[src/rtl/ysyx_22050518_div_seq.sv]
// Multi-cycle RV64 divide sequencer (DIV/DIVU/REM/REMU).
// Drives a shared external adder for negation and restoring-division steps.
module ysyx_22050518_div_seq #(
    parameter int XLEN  = 64,
    parameter int CNT_W = 6
) (
    input  logic            clk,
    input  logic            rst_n,
    input  logic            flush,
    input  logic            req_valid,
    output logic            req_ready,
    input  logic            req_signed,
    input  logic            req_rem,
    input  logic [XLEN-1:0] req_a,
    input  logic [XLEN-1:0] req_b,
    output logic            rsp_valid,
    input  logic            rsp_ready,
    output logic [XLEN-1:0] rsp_data,
    output logic [XLEN-1:0] add_in1,
    output logic [XLEN-1:0] add_in2,
    output logic            add_cin,
    input  logic [XLEN-1:0] add_out,
    input  logic            add_cout
);

    typedef enum logic [2:0] {
        IDLE,
        NEGA,
        NEGB,
        ITER,
        NEGQ,
        NEGR,
        DONE
    } state_e;

    localparam logic [XLEN-1:0] MIN_NEG = {1'b1, {(XLEN-1){1'b0}}};

    state_e           state_q;
    logic [XLEN-1:0]  a_q;
    logic [XLEN-1:0]  b_q;
    logic [XLEN-1:0]  q_q;
    logic [XLEN-1:0]  r_q;
    logic [CNT_W-1:0] cnt_q;
    logic             rem_q;
    logic             sign_a_q;
    logic             sign_b_q;
    logic [XLEN-1:0]  rsp_data_q;

    logic [XLEN-1:0]  shifted;
    logic             ok;
    logic             b_zero;
    logic             ovf;

    assign req_ready = (state_q == IDLE);
    assign rsp_valid = (state_q == DONE);
    assign rsp_data  = rsp_data_q;

    assign shifted = {r_q[XLEN-2:0], q_q[XLEN-1]};
    // R[63] set means the shifted value is 65 bits wide and always >= B.
    assign ok      = add_cout | r_q[XLEN-1];
    assign b_zero  = (req_b == '0);
    assign ovf     = req_signed & (req_a == MIN_NEG) & (req_b == '1);

    always_comb begin
        add_in1 = '0;
        add_in2 = '0;
        add_cin = 1'b0;
        unique case (state_q)
            NEGA: begin
                add_in1 = ~a_q;
                add_cin = 1'b1;
            end
            NEGB: begin
                add_in1 = ~b_q;
                add_cin = 1'b1;
            end
            ITER: begin
                add_in1 = shifted;
                add_in2 = ~b_q;
                add_cin = 1'b1;
            end
            NEGQ: begin
                add_in1 = ~q_q;
                add_cin = 1'b1;
            end
            NEGR: begin
                add_in1 = ~r_q;
                add_cin = 1'b1;
            end
            default: ;
        endcase
    end

    always_ff @(posedge clk or negedge rst_n) begin
        if (!rst_n) begin
            state_q    <= IDLE;
            a_q        <= '0;
            b_q        <= '0;
            q_q        <= '0;
            r_q        <= '0;
            cnt_q      <= '0;
            rem_q      <= 1'b0;
            sign_a_q   <= 1'b0;
            sign_b_q   <= 1'b0;
            rsp_data_q <= '0;
        end else if (flush) begin
            state_q <= IDLE;
        end else begin
            unique case (state_q)
                IDLE: begin
                    if (req_valid) begin
                        a_q      <= req_a;
                        b_q      <= req_b;
                        rem_q    <= req_rem;
                        sign_a_q <= req_signed & req_a[XLEN-1];
                        sign_b_q <= req_signed & req_b[XLEN-1];
                        if (b_zero) begin
                            rsp_data_q <= req_rem ? req_a : '1;
                            state_q    <= DONE;
                        end else if (ovf) begin
                            rsp_data_q <= req_rem ? '0 : req_a;
                            state_q    <= DONE;
                        end else begin
                            state_q <= NEGA;
                        end
                    end
                end
                NEGA: begin
                    if (sign_a_q) a_q <= add_out;
                    state_q <= NEGB;
                end
                NEGB: begin
                    if (sign_b_q) b_q <= add_out;
                    r_q     <= '0;
                    q_q     <= a_q;
                    cnt_q   <= '0;
                    state_q <= ITER;
                end
                ITER: begin
                    r_q   <= ok ? add_out : shifted;
                    q_q   <= {q_q[XLEN-2:0], ok};
                    cnt_q <= cnt_q + CNT_W'(1);
                    if (cnt_q == '1) state_q <= NEGQ;
                end
                NEGQ: begin
                    if (sign_a_q ^ sign_b_q) q_q <= add_out;
                    state_q <= NEGR;
                end
                NEGR: begin
                    if (sign_a_q) r_q <= add_out;
                    // Remainder takes the dividend's sign.
                    if (rem_q) begin
                        rsp_data_q <= sign_a_q ? add_out : r_q;
                    end else begin
                        rsp_data_q <= q_q;
                    end
                    state_q <= DONE;
                end
                DONE: begin
                    if (rsp_ready) state_q <= IDLE;
                end
                default: state_q <= IDLE;
            endcase
        end
    end

endmodule

[config.mk]
export PLATFORM = sky130hd
export DESIGN_NAME = ysyx_22050518_div_seq
export DESIGN_NICKNAME = d
export VERILOG_FILES = /design/src/rtl/ysyx_22050518_div_seq.sv
export SDC_FILE = /design/constraint.sdc
export NUM_CORES = 1
export LEC_CHECK = 0
export ABC_AREA = 1
export CAP_MARGIN = 10
export CORE_ASPECT_RATIO = 0.6
export CORE_UTILIZATION = 41
export DETAILED_ROUTE_END_ITERATION = 8
export PLACE_DENSITY_LB_ADDON = 0.2
export SLEW_MARGIN = 20
export SYNTH_ARGS = -nofsm -noshare
export SYNTH_HDL_FRONTEND = slang
export SYNTH_SLANG_ARGS = --single-unit
[constraint.sdc]
create_clock -name clk -period 4.35 [get_ports clk]
set_input_delay 0.87 -clock clk [delete_from_list [all_inputs] [get_ports clk]]
set_output_delay 0.87 -clock clk [all_outputs]
set_load 0.05 [all_outputs]
==> results.yml <==
clock_tree:
  clock_path_buffers: 3
  cts.sinks: 332
  clk_latency_ps: 550
  clk_pin_slew_ps: 60
  cts_hold_buf: 0
  cts-root-buf: "clkbuf_16"
  cts_inserted_buffers: 37
  cts-htree-levels: 2
  cts_tree: "yes"
worst_setup_path:
  cp_top_family: "buffers and inverters"
  critPathMaxFanout: 26
  required_ps: 3480
  critical_path_class: "flip-flop to output port"
  path_cells: "inv_1, nand2_2, nor2_4, buf_4, a221oi_1, o221ai_1, clkdlybuf4s50_1"
  critPathMaxStageDelay_ps: 750
  crit_buf_inv: 3
  cpMaxStageDelayCell: "clkdlybuf4s50_1"
  crit_path_end_kind: "output port"
  r2r_slack_ps: 1090
  worstSetupStartpointType: "flip-flop"
  arrival_ps: 3410
placement:
  dp_hpwl_um: 61600
  preCtsSetupSlack_ps: 521
  portBuffers: 394
  gp_congestion: 0.926
global_routing:
  grtUsageTotal_pct: 34.4
  grt_overflow_total: 0
  grt_pass1_vias: 23147
  antenna_found_initial: 5
  grt_max_degree: 117
  grt_pass1_wl_um: 139000
finish:
  drive_gt1_share_pct: 5.93
  fill_cells: 4815
  final_cell_mix: "636 x nand2_1, 363 x o21ai_0, 355 x clkdlybuf4s50_1"
  final_core_util_pct: 53.6
  final_nets: 3527
  regArea_mm2: 0.00831
  layout_commonest_cell: "nand2_1"
  area_growth_pct: 28.6
  multi_input_area_mm2: 0.0108
detailed_routing:
  wl_per_cell_um: 22.7
  vias: 24422
  drt_iter0_markers: 3322
  drtAntennaViolNets: 0
  drt_wl_total_um: 92200
  route.detailed.drc: 0
  dr.pass1.iters: 6
  vias_per_cell: 6.02
flow_run:
  maxCapViolations: 0
timing:
  hold_viol_final: 0
  slew_violations: 0
  rsz0062_at_grt: "no"
  worst_clock_skew_ps: 28.1
  worst_slack_ps: 69.1
  relSlewSlack_pct: 24.5
  finalCritPeriodShare_pct: 98.4
  setup_viol: 0
  min_period_ps: 4280
  whs_ps: 403
  worst_pin_slew_ps: 1130
  setup_tns_ps: 0
  clock.fmax_mhz: 234
floorplan:
  dieHeight_um: 179
  rows: 64
  die_area_mm2: 0.0529
  start_util_pct: 41.7
  core-area_mm2: 0.0512
  die_w_um: 296
  io_pins: 395
logic_synthesis:
  synth_warnings: 0
  synth.ff_latch_count: 332
  syn-instance-count: 3072
  synth_fp_nets: 3273
  netlist_area_mm2: 0.0213
  ys_seq_area_share_pct: 39.0
  ys_types: 35
  syn_area_per_cell_um2: 6.94
pwr:
  p_per_area_mw_per_mm2: 745
  total_power_mw: 20.4
  leakage_nw: 12.4
  ir_worst_vdd_mv: 0.436
run_status:
  outcome: "completed"
worst_hold_path:
  hp-class: "input pin to asynchronous set/reset pin"
-- sequential cells by signal, summed over array words and instances, names as in the netlist --
name / cells
a_q: 64
b_q: 64
cnt_q: 6
q_q: 64
r_q: 64
rem_q: 1
rsp_data: 64
sign_a_q: 1
sign_b_q: 1
state_q: 3
-- metrics by stage --
| stage | cells | area (um2) |
|---|---|---|
| 2_1_floorplan | 3072 | 21300 |
| 3_3_place_gp | 3977 | 26100 |
| 3_5_place_dp | 3977 | 26100 |
| 4_1_cts | 4047 | 27400 |
| 5_1_grt | 4050 | 27400 |
| 6_report | 4054 | 27400 |
-- where the power goes --
group	internal (mW)	switching, mW	total [mW]	leakage, nW
registers	4.58	0.972	5.55	4.04
logic	3.50	7.97	11.5	7.68
clock network	1.98	1.42	3.39	0.637
-- final timing paths --
kind	from	endpoint	cells past startpoint
worst max-delay path	state_q[1]	add_in1[30]	7
worst min-delay path	rst_n	rsp_data[6]	1
worst max register to register	state_q[1]	rsp_data[11]	10
worst min register to register	cnt_q[5]	cnt_q[5]	1
max in group asynchronous	rst_n	rsp_data[54]	2
min in group clk	cnt_q[5]	cnt_q[5]	1
-- worst reg2reg max path, delay by kind of cell (launching register included) --
family | cells | cell delay (ps)
AO/OA/AOI/OAI | 1 | 220
buffers and inverters | 5 | 1670
flip-flops | 1 | 560
AND/OR/NAND/NOR | 4 | 720
-- metal layers --
metal | track usage (%) | part of all wire (%)
met5 | 0 | 0.015
met4 | 13.3 | 3.8
met3 | 7.85 | 11
met2 | 49.8 | 42
met1 | 49.3 | 43
-- repair_timing --
action,in CTS,in global routing
endpoints found under the setup margin,1,7
buffers inserted,3,0
pin swaps,1,0
resized for setup,0,4
hold endpoints to repair,0,0
-- cell usage after synthesis (all sizes together) --
library cell | instances | share of area [%]
a211oi | 1 | 0.059
a21o | 46 | 1.6
a21oi | 191 | 4.5
a221oi | 21 | 0.86
a22oi | 77 | 2.7
a31oi | 39 | 1.1
buf | 118 | 2.8
clkbuf | 131 | 2.3
clkinv | 1 | 0.018
dfrtp | 332 | 39
ha | 1 | 0.059
inv | 328 | 5.8
nand2 | 642 | 11
nand3 | 98 | 2.3
nand4 | 1 | 0.029
nor2 | 332 | 5.9
nor3 | 6 | 0.16
o2111ai | 24 | 0.99
o211ai | 94 | 3.3
o21a | 1 | 0.035
o21ai | 428 | 10
o221ai | 32 | 1.3
o22ai | 125 | 3.7
or2 | 2 | 0.059
xor2 | 1 | 0.041
-- layout make-up --
class | instances | share of cell area [%]
multi-input combinational | 2162 | 39.4
timing repair buffer | 464 | 17.9
antenna | 7 | 0.0639
clock inverter | 13 | 0.548
sequential | 332 | 30.3
tap | 693 | 3.16
clock buffer | 54 | 4.09
inverter | 329 | 4.54
-- cells by family (layout without fill, tap and decap cells) --
group | Yosys count | count (layout) | synth area share [%]
and+or+nand+nor | 1081 | 1081 | 19.8
other | 0 | 7 | 0
AOI/OAI and AO/OA | 1079 | 1079 | 30.3
xor gates and xnor gates | 1 | 1 | 0.0411
DFF | 332 | 332 | 39.0
adders and majority gates | 1 | 1 | 0.0587
buffers and inverters | 578 | 860 | 10.9
(Power assumes the default switching activity.)
